**src/rtl/alu_multicycle.sv**
```systemverilog
// Multi-cycle ALU with a valid/ready request and result handshake.
// Shifts walk one bit per cycle; everything else finishes in one cycle.
module alu_multicycle #(
    parameter int WIDTH = 32
) (
    input  logic             clk,
    input  logic             reset,
    input  logic             in_valid,
    output logic             in_ready,
    input  logic [3:0]       ALUControl,
    input  logic [WIDTH-1:0] SrcA,
    input  logic [WIDTH-1:0] SrcB,
    output logic             out_valid,
    input  logic             out_ready,
    output logic [WIDTH-1:0] ALUResult,
    output logic             Zero,
    output logic             illegal
);

    localparam int SW = $clog2(WIDTH);

    localparam logic [3:0] OP_ADD  = 4'b0000;
    localparam logic [3:0] OP_SUB  = 4'b0001;
    localparam logic [3:0] OP_AND  = 4'b0010;
    localparam logic [3:0] OP_OR   = 4'b0011;
    localparam logic [3:0] OP_XOR  = 4'b0100;
    localparam logic [3:0] OP_SLT  = 4'b0101;
    localparam logic [3:0] OP_SRA  = 4'b0110;
    localparam logic [3:0] OP_SRL  = 4'b0111;
    localparam logic [3:0] OP_SLL  = 4'b1000;
    localparam logic [3:0] OP_SLTU = 4'b1001;

    typedef enum logic [1:0] {
        IDLE,
        SHIFT,
        DONE
    } state_t;

    state_t            state, state_n;
    logic [3:0]        op_q;
    logic [WIDTH-1:0]  work_q;
    logic [SW-1:0]     cnt_q;
    logic [WIDTH-1:0]  res_q;
    logic              ill_q;

    logic [SW-1:0]     shamt;
    logic              is_shift;
    logic              start_shift;
    logic [WIDTH-1:0]  comb_res;
    logic              comb_ill;
    logic [WIDTH-1:0]  step_res;
    logic              last_step;

    assign shamt       = SrcB[SW-1:0];
    assign is_shift    = (ALUControl == OP_SLL) || (ALUControl == OP_SRL) ||
                         (ALUControl == OP_SRA);
    assign start_shift = is_shift && (shamt != '0);
    assign last_step   = (cnt_q == SW'(1));

    // Single-cycle result for every code, including zero-distance shifts.
    always_comb begin
        comb_res = '0;
        comb_ill = 1'b0;
        case (ALUControl)
            OP_ADD:  comb_res = SrcA + SrcB;
            OP_SUB:  comb_res = SrcA - SrcB;
            OP_AND:  comb_res = SrcA & SrcB;
            OP_OR:   comb_res = SrcA | SrcB;
            OP_XOR:  comb_res = SrcA ^ SrcB;
            OP_SLT:  comb_res = {{(WIDTH-1){1'b0}}, $signed(SrcA) < $signed(SrcB)};
            OP_SLTU: comb_res = {{(WIDTH-1){1'b0}}, SrcA < SrcB};
            OP_SLL:  comb_res = SrcA << shamt;
            OP_SRL:  comb_res = SrcA >> shamt;
            OP_SRA:  comb_res = WIDTH'($signed(SrcA) >>> shamt);
            default: comb_ill = 1'b1;
        endcase
    end

    // One-bit shift step of the working register, direction from the held op.
    always_comb begin
        step_res = work_q;
        case (op_q)
            OP_SLL:  step_res = {work_q[WIDTH-2:0], 1'b0};
            OP_SRL:  step_res = {1'b0, work_q[WIDTH-1:1]};
            OP_SRA:  step_res = {work_q[WIDTH-1], work_q[WIDTH-1:1]};
            default: step_res = work_q;
        endcase
    end

    // State register.
    always_ff @(posedge clk or posedge reset) begin
        if (reset) state <= IDLE;
        else       state <= state_n;
    end

    // Next-state and handshake outputs.
    always_comb begin
        state_n   = state;
        in_ready  = 1'b0;
        out_valid = 1'b0;
        case (state)
            IDLE: begin
                in_ready = 1'b1;
                if (in_valid) state_n = start_shift ? SHIFT : DONE;
            end
            SHIFT: begin
                if (last_step) state_n = DONE;
            end
            DONE: begin
                out_valid = 1'b1;
                if (out_ready) state_n = IDLE;
            end
            default: state_n = IDLE;
        endcase
    end

    // Datapath: capture on accept, step while shifting, hold otherwise.
    always_ff @(posedge clk or posedge reset) begin
        if (reset) begin
            op_q   <= '0;
            work_q <= '0;
            cnt_q  <= '0;
            res_q  <= '0;
            ill_q  <= 1'b0;
        end else begin
            case (state)
                IDLE: begin
                    if (in_valid) begin
                        op_q <= ALUControl;
                        if (start_shift) begin
                            work_q <= SrcA;
                            cnt_q  <= shamt;
                            ill_q  <= 1'b0;
                        end else begin
                            res_q <= comb_res;
                            ill_q <= comb_ill;
                        end
                    end
                end
                SHIFT: begin
                    work_q <= step_res;
                    cnt_q  <= cnt_q - 1'b1;
                    if (last_step) res_q <= step_res;
                end
                default: ;
            endcase
        end
    end

    assign ALUResult = res_q;
    assign Zero      = (res_q == '0);
    assign illegal   = ill_q;

endmodule
```
**config.mk**
```make
export PLATFORM = sky130hd
export DESIGN_NAME = alu_multicycle
export DESIGN_NICKNAME = d
export VERILOG_FILES = /design/src/rtl/alu_multicycle.sv
export SDC_FILE = /design/constraint.sdc
export NUM_CORES = 1
export LEC_CHECK = 0
export ABC_AREA = 1
export CAP_MARGIN = 20
export CORE_ASPECT_RATIO = 2
export CORE_MARGIN = 1.5
export CORE_UTILIZATION = 65
export DETAILED_ROUTE_END_ITERATION = 8
export PLACE_DENSITY = 0.84
export SYNTH_ARGS = -nofsm -noshare
export SYNTH_HDL_FRONTEND = slang
export SYNTH_SLANG_ARGS = --single-unit
```
**constraint.sdc**
```tcl
create_clock -name clk -period 7.5 [get_ports clk]
set_input_delay 1.5 -clock clk [delete_from_list [all_inputs] [get_ports clk]]
set_output_delay 1.5 -clock clk [all_outputs]
set_load 0.01 [all_outputs]
```
==> results.sh, run 1 <==
export IMPL_outcome="did not finish"
export IMPL_failing_step="5_1_grt"
export IMPL_toolErrorMsg="[ERROR GRT-0116] Global routing finished with congestion. Check the congestion regions in the DRC Viewer."
export IMPL_ctsHtreeMaxLevel=3
export IMPL_gp_congestion=1.317
export IMPL_netlist_area_leader_share=0.2337
export IMPL_dp_hpwl_microns=49400
export IMPL_io_pins=108
export IMPL_hold_buffers=0
export IMPL_syn_inst=2677
export IMPL_avgSynthCellArea_sq_um=5.333
export IMPL_grt_pass1_vias=19674
export IMPL_cts_max_path_buffers=2
export IMPL_ys_seq_elements=76
export IMPL_syn_area_sq_mm=0.01428
export IMPL_io_buffers=107
export IMPL_syn_nets=2853
export IMPL_ys_types=46
export IMPL_grt_overflow=24
export IMPL_grt_pass1_wl_microns=109700
export IMPL_rows=76
export IMPL_chipWidth_microns=107.8
export IMPL_synth_edf_count=0
export IMPL_post_cts_buffers=0
export IMPL_yosysTopAreaCell="nand2_1"
export IMPL_ys_seq_area_frac=0.1332
export IMPL_async_flop_share=1.000
export IMPL_synth_warnings=0
export IMPL_root_buffer="clkbuf_16"
export IMPL_synth_main_ff_cell="dfrtp_1"
export IMPL_cts_sinks=76
export IMPL_grt_max_degree=77
export IMPL_track_usage=0.6294
export IMPL_synth_area_top_cells="nand2_1 23%, dfrtp_1 13%, nand3_1 13%"
export IMPL_die_h_microns=212.6
export IMPL_cts_made_buffers=9
export IMPL_start_util=0.6614
export IMPL_cts_resized_gates=0
==> metal layers <==
metal,GRT usage,overflow
met3,0.3648,0
met4,0.6525,11
met1,0.6246,0
met5,0.08295,0
met2,0.8654,13
==> through the flow <==
stage	setup WS, ns	area [sq um]	instances	hold WS, ns
detailed placement	2.542	15130	2944	0.5037
CTS	2.905	15460	2960	0.5201
global placement	2.563	15130	2944	0.4702
floorplan	3.696	14280	2677	0.4975
==> kinds of logic after synthesis <==
logic type                 after synthesis  share of synthesized area
DFF                                     76                     0.1332
xor gates and xnor gates                 6                   0.003681
AOI/OAI and AO/OA                      381                     0.1498
adders and majority gates              104                    0.09220
muxes                                    1                  0.0007012
buffers and inverters                  469                     0.1378
and+or+nand+nor                       1640                     0.4826
==> cells in the mapped netlist, types with 4 or more instances <==
| cell type | n |
|---|---|
| buf_6 | 7 |
| nor3_1 | 28 |
| nand4_1 | 28 |
| nand3b_1 | 6 |
| and2_1 | 17 |
| xor2_1 | 5 |
| nor2_4 | 5 |
| nand2_1 | 889 |
| ha_1 | 102 |
| o211ai_1 | 21 |
| clkbuf_1 | 30 |
| dfrtp_1 | 76 |
| a31oi_1 | 37 |
| o221ai_1 | 4 |
| o21bai_1 | 10 |
| nor2_1 | 276 |
| buf_1 | 9 |
| nand3_1 | 365 |
| o22ai_1 | 23 |
| o22a_1 | 7 |
| inv_2 | 7 |
| buf_2 | 64 |
| nor4_1 | 11 |
| a21oi_1 | 130 |
| nor2_2 | 4 |
| buf_4 | 18 |
| inv_1 | 332 |
| o21ai_0 | 125 |
| o21ai_1 | 12 |
==> inputs of run 2 (changes only) <==
--- a/config.mk
+++ b/config.mk
@@ -7,11 +7,10 @@
 export LEC_CHECK = 0
 export ABC_AREA = 1
 export CAP_MARGIN = 20
-export CORE_ASPECT_RATIO = 2
 export CORE_MARGIN = 1.5
-export CORE_UTILIZATION = 65
+export CORE_UTILIZATION = 40
 export DETAILED_ROUTE_END_ITERATION = 8
-export PLACE_DENSITY = 0.84
+export PLACE_DENSITY_LB_ADDON = 0.15
 export SYNTH_ARGS = -nofsm -noshare
 export SYNTH_HDL_FRONTEND = slang
 export SYNTH_SLANG_ARGS = --single-unit
==> results.sh, run 2 <==
export IMPL_outcome="finished, final reports clean"
export IMPL_final_cell_mix="889 x nand2_1, 365 x nand3_1, 328 x inv_1"
export IMPL_netlist_area_leader_share=0.2337
export IMPL_viasPerCell=5.869
export IMPL_yosysTopAreaCell="nand2_1"
export IMPL_cts_max_path_buffers=2
export IMPL_gp_congestion=1.097
export IMPL_ys_types=46
export IMPL_rows=69
export IMPL_synth_top_family_by_area="simple AND/OR/NAND/NOR gates"
export IMPL_pre_cts_slack_ns=2.459
export IMPL_layout_commonest_cell="nand2_1"
export IMPL_reg2reg_from="state[0]"
export IMPL_required_ns=7.72
export IMPL_p_per_area_mw_per_mm2=198.2
export IMPL_hold_violations=0
export IMPL_hold_buffers=0
export IMPL_ctsHtreeMaxLevel=3
export IMPL_post_cts_buffers=0
export IMPL_path_class="input pin to flop"
export IMPL_start_util=0.4043
export IMPL_crit_fanout=18
export IMPL_route_detailed_drc=0
export IMPL_drv_cap=0
export IMPL_slew_headroom=0.2832
export IMPL_clk_latency_ns=0.35
export IMPL_syn_nets=2853
export IMPL_synth_area_top_cells="nand2_1 23%, dfrtp_1 13%, nand3_1 13%"
export IMPL_die_area_sq_mm=0.03683
export IMPL_yosysMostFrequentCell="nand2_1"
export IMPL_fin_area_sq_mm=0.01581
export IMPL_grt_max_degree=77
export IMPL_ys_seq_area_frac=0.1332
export IMPL_io_buffers=107
export IMPL_dr_pass1_iters=6
export IMPL_core_sq_mm=0.03531
export IMPL_synth_edf_count=0
export IMPL_fin_setup_tns_ns=0
export IMPL_synthSimpleGateAreaFrac=0.4826
export IMPL_ys_seq_elements=76
export IMPL_maxSlewViolCount=0
export IMPL_cts_made_buffers=9
export IMPL_grt_pass1_wl_microns=107100
export IMPL_die_h_microns=191.9
export IMPL_vias=18557
export IMPL_cts_sinks=76
export IMPL_routed_wirelength_microns=74280
export IMPL_rsz0062_at_grt="false"
export IMPL_critPathArrivalTime_ns=5.00
export IMPL_syn_area_sq_mm=0.01428
export IMPL_post_route_cells_drive_above_1_share=0.02962
export IMPL_async_flop_share=1.000
export IMPL_synth_common_cells="889 x nand2_1, 365 x nand3_1, 332 x inv_1"
export IMPL_ant_nets=0
export IMPL_dr_first_iter_drc_count=2242
export IMPL_fin_crit_ns=4.781
export IMPL_track_usage=0.3970
export IMPL_path_cells="clkdlybuf4s50_1 -> buf_4 -> inv_1 -> ha_1 -> nand2_1 -> nor2_1 -> nand2_1 -> nand3_1 -> nand2_1 -> nand2_1 -> a21oi_1 -> o21ai_0 -> o21ai_0 -> o21ai_0 -> a21oi_1"
export IMPL_p_leak_nw=8.193
export IMPL_synth_main_ff_cell="dfrtp_1"
export IMPL_chipWidth_microns=191.9
export IMPL_finalWorstSetupSlack_ns=2.719
export IMPL_max_stage_delay_ns=0.48
export IMPL_yosys_area_share_adder=0.09220
export IMPL_irDropWorstVdd_mv=0.3002
export IMPL_startpoint="SrcB[4]"
export IMPL_dp_hpwl_microns=59860
export IMPL_place_inst=3144
export IMPL_avgSynthCellArea_sq_um=5.333
export IMPL_root_buffer="clkbuf_16"
export IMPL_start_kind="input pin"
export IMPL_grt_pass1_vias=16985
export IMPL_stdcell_count=3162
export IMPL_worst_path_most_repeated_cell="nand2_1"
export IMPL_wire_per_inst_microns=23.49
export IMPL_synthToLayoutAreaGrowth_pct=10.73
export IMPL_cts_resized_gates=0
export IMPL_clk_pin_slew_ns=0.06
export IMPL_hold_start="illegal"
export IMPL_layout_nets=2872
export IMPL_synth_compound_area_frac=0.1498
export IMPL_critPathSlowestCell="ha_1"
export IMPL_cts_tree="yes"
export IMPL_antenna_found_initial=0
export IMPL_syn_inst=2677
export IMPL_whs_ns=0.5069
export IMPL_worstMarginPinSlew_ns=1.073
export IMPL_timing_fmax_mhz=209.2
export IMPL_finalCritPeriodShare=0.6374
export IMPL_synth_mux_area_frac=0.0007011
export IMPL_synthXorXnorAreaFrac=0.003681
export IMPL_synth_warnings=0
export IMPL_num_antenna_cells=0
export IMPL_hold_path_class="flop to flop"
export IMPL_finalSetupViolCount=0
export IMPL_cp_end_kind="flop"
export IMPL_io_pins=108
export IMPL_place_area_sq_mm=0.01546
export IMPL_fin_worst_skew_ns=0.006973
export IMPL_grt_overflow=0
==> run 2: cell counts after synthesis <==
No cell type changed its count.
==> run 2: logic make-up (layout without fill, tap and decap cells) <==
family / count (synthesis) / after routing
AND/OR/NAND/NOR: 1640 / 1640
flip-flops: 76 / 76
buffers and inverters: 469 / 493
AO/OA/AOI/OAI: 381 / 381
multiplexers: 1 / 1
XOR/XNOR: 6 / 6
adder cells (fa/ha/maj): 104 / 104
==> run 2: cell type report <==
cell class | count | area [sq um]
inverter | 340 | 1282
multi-input combinational | 2132 | 10430
timing repair buffer | 137 | 1305
tap | 461 | 576.8
sequential | 76 | 1902
clock buffer | 11 | 252.7
clock inverter | 5 | 60.06
fill | 4030 | 19500
==> run 2: through the flow <==
step	total power, mW	utilization
2_1_floorplan	1.899	-
3_3_place_gp	2.608	0.4377
3_5_place_dp	2.627	0.4377
4_1_cts	3.094	0.4466
5_1_grt	3.364	0.4477
6_report	3.133	0.4477
==> run 2: path summary, 6_finish.rpt <==
check                                end  slack, ns  depth (start not counted)
max                        ALUResult[13]       2.72                         15
min                              illegal       0.51                          2
max reg2reg                ALUResult[21]       4.19                         12
min reg2reg                      illegal       0.51                          2
max in group asynchronous   ALUResult[5]       5.47                          4
min in group asynchronous  ALUResult[23]       1.43                          3
==> run 2: routing by layer <==
metal,GRT usage,vias to the layer above,share of wire
met5,0,-,0
met4,0.2166,0,0.064
met3,0.07765,169,0.095
met2,0.6122,960,0.43
met1,0.5184,8751,0.41
li1,-,8677,-
==> run 2: power by group <==
part / total [mW] / switching (mW) / internal, mW / leakage [nW]
clock network: 0.458 / 0.181 / 0.277 / 0.152
logic: 1.85 / 1.20 / 0.650 / 7.15
registers: 0.828 / 0.206 / 0.622 / 0.895
==> run 2: worst max-delay path: cells and delay by family <==
kind,cells,cell delay (ns)
compound gates,5,0.87
fa+ha+maj,1,0.48
buf+inv,3,0.84
simple gates,6,1.29
(Power assumes the default switching activity.)
==> inputs of run 3 (changes only) <==
==> constraint.sdc (replaced) <==
create_clock -name clk -period 4.35 [get_ports clk]
set_input_delay 0.87 -clock clk [delete_from_list [all_inputs] [get_ports clk]]
set_output_delay 0.87 -clock clk [all_outputs]
set_load 0.01 [all_outputs]
==> results.sh, run 3 (synthesis gave the netlist of run 2 again) <==
export IMPL_required_ns=4.57
export IMPL_finalSetupViolCount=0
export IMPL_ctsHtreeMaxLevel=3
export IMPL_hold_path_depth=2
export IMPL_core_sq_mm=0.03531
export IMPL_start_kind="input pin"
export IMPL_cts_made_buffers=9
export IMPL_timing_fmax_mhz=249.4
export IMPL_dr_pass1_iters=7
export IMPL_worst_r2r_cell_count=9
export IMPL_rows=69
export IMPL_hold_violations=0
export IMPL_final_cell_mix="889 x nand2_1, 365 x nand3_1, 328 x inv_1"
export IMPL_power_mw=5.580
export IMPL_die_h_microns=191.9
export IMPL_dp_hpwl_microns=64340
export IMPL_min_to="illegal"
export IMPL_io_buffers=107
export IMPL_rsz0062_at_grt="false"
export IMPL_routed_wirelength_microns=78460
export IMPL_p_leak_nw=8.574
export IMPL_irDropWorstVdd_mv=0.3853
export IMPL_clk_latency_ns=0.37
export IMPL_cts_resized_gates=0
export IMPL_layout_nets=2950
export IMPL_start_util=0.4043
export IMPL_ant_nets=0
export IMPL_grt_overflow=0
export IMPL_hold_path_class="flop to flop"
export IMPL_grt_pass1_vias=17673
export IMPL_viasPerCell=5.916
export IMPL_die_area_sq_mm=0.03683
export IMPL_cts_tree="yes"
export IMPL_synthToLayoutAreaGrowth_pct=14.93
export IMPL_layout_commonest_cell="nand2_1"
export IMPL_dr_first_iter_drc_count=2241
export IMPL_clk_pin_slew_ns=0.08
export IMPL_io_pins=108
export IMPL_maxSlewViolCount=0
export IMPL_antenna_found_initial=0
export IMPL_whs_ns=0.5107
export IMPL_vias=19168
export IMPL_fin_setup_tns_ns=0
export IMPL_reg2reg_from="op_q[3]"
export IMPL_r2r_slack_ns=1.86
export IMPL_finalCritPeriodShare=0.9216
export IMPL_drv_cap=0
export IMPL_critPathArrivalTime_ns=4.23
export IMPL_post_route_cells_drive_above_1_share=0.05685
export IMPL_path_class="input pin to flop"
export IMPL_cts_sinks=76
export IMPL_route_detailed_drc=0
export IMPL_num_antenna_cells=0
export IMPL_chipWidth_microns=191.9
export IMPL_rr_endpoint="ALUResult[4]"
export IMPL_worstMarginPinSlew_ns=0.8125
export IMPL_p_per_area_mw_per_mm2=340.1
export IMPL_cts_max_path_buffers=2
export IMPL_fin_util=0.4647
export IMPL_grt_max_degree=67
export IMPL_fin_worst_skew_ns=0.01422
export IMPL_fin_crit_ns=4.009
export IMPL_root_buffer="clkbuf_16"
export IMPL_cp_end_kind="flop"
export IMPL_grt_pass1_wl_microns=113200
export IMPL_wire_per_inst_microns=24.22
export IMPL_slew_headroom=0.4583
export IMPL_post_cts_buffers=0
export IMPL_crit_fanout=7
export IMPL_hold_buffers=0
export IMPL_outcome="finished, final reports clean"
export IMPL_hold_start="illegal"
export IMPL_track_usage=0.4228
export IMPL_gp_congestion=1.094
run 3: cell count changes in the layout (fill, tap and decap cells not counted), sizes merged:
cell and delta:
buf +78, inv +5, clkbuf -2, clkinv -2, clkinvlp -1
run 3: through the flow:
step,worst slack (ns),std cells,instance area [sq um]
final,0.3410,3240,16410
after global routing,0.2645,3240,16410
after CTS,0.5627,3240,16410
after detailed placement,0.1925,3224,16090
after global placement,0.1439,3224,16090
after floorplan,1.176,2677,14280
run 3: worst max-delay path by stage:
stage,from,end,slack (ns),cells after the start
2_1_floorplan,SrcB[3],ALUResult[9],1.18,19
3_3_place_gp,SrcA[6],ALUResult[13],0.14,14
3_5_place_dp,SrcA[6],ALUResult[13],0.19,14
4_1_cts,SrcA[6],ALUResult[13],0.56,14
5_1_grt,SrcA[18],ALUResult[22],0.26,14
6_report,SrcA[6],ALUResult[13],0.34,14
run 3: where the power goes:
| group | switching [mW] | total [mW] | internal (mW) |
|---|---|---|---|
| Sequential | 0.369 | 1.44 | 1.07 |
| Clock | 0.381 | 0.842 | 0.461 |
| Combinational | 2.12 | 3.30 | 1.18 |
| Total | 2.87 | 5.58 | 2.71 |
run 3: area by class of cell:
cell class | instances | area [sq um]
Clock buffer | 9 | 225.2
Clock inverter | 7 | 87.58
Fill cell | 4015 | 18900
Inverter | 340 | 1282
Multi-Input combinational cell | 2132 | 10430
Sequential cell | 76 | 1902
Tap cell | 461 | 576.8
Timing Repair Buffer | 215 | 1904
run 3: worst max-delay path, stage by stage:
cell and delay, ns:
clkdlybuf4s50_1 0.61, inv_1 0.11, ha_1 0.50, nand2_1 0.24
nor2_1 0.45, nand2_1 0.11, inv_1 0.13, nand2_1 0.10
nand2_1 0.18, a21oi_1 0.09, o21ai_0 0.08, o21ai_0 0.17
o21ai_0 0.47, a21oi_1 0.12
run 3: layer usage:
layer / vias to the layer above / GRT usage / routed length [microns] / share of wire
met5: - / 0 / 0 / 0
met2: 1201 / 0.6308 / 32740 / 0.42
met4: 0 / 0.2870 / 6176 / 0.079
met1: 8914 / 0.5475 / 31320 / 0.40
li1: 8836 / - / - / -
met3: 217 / 0.08405 / 8227 / 0.10
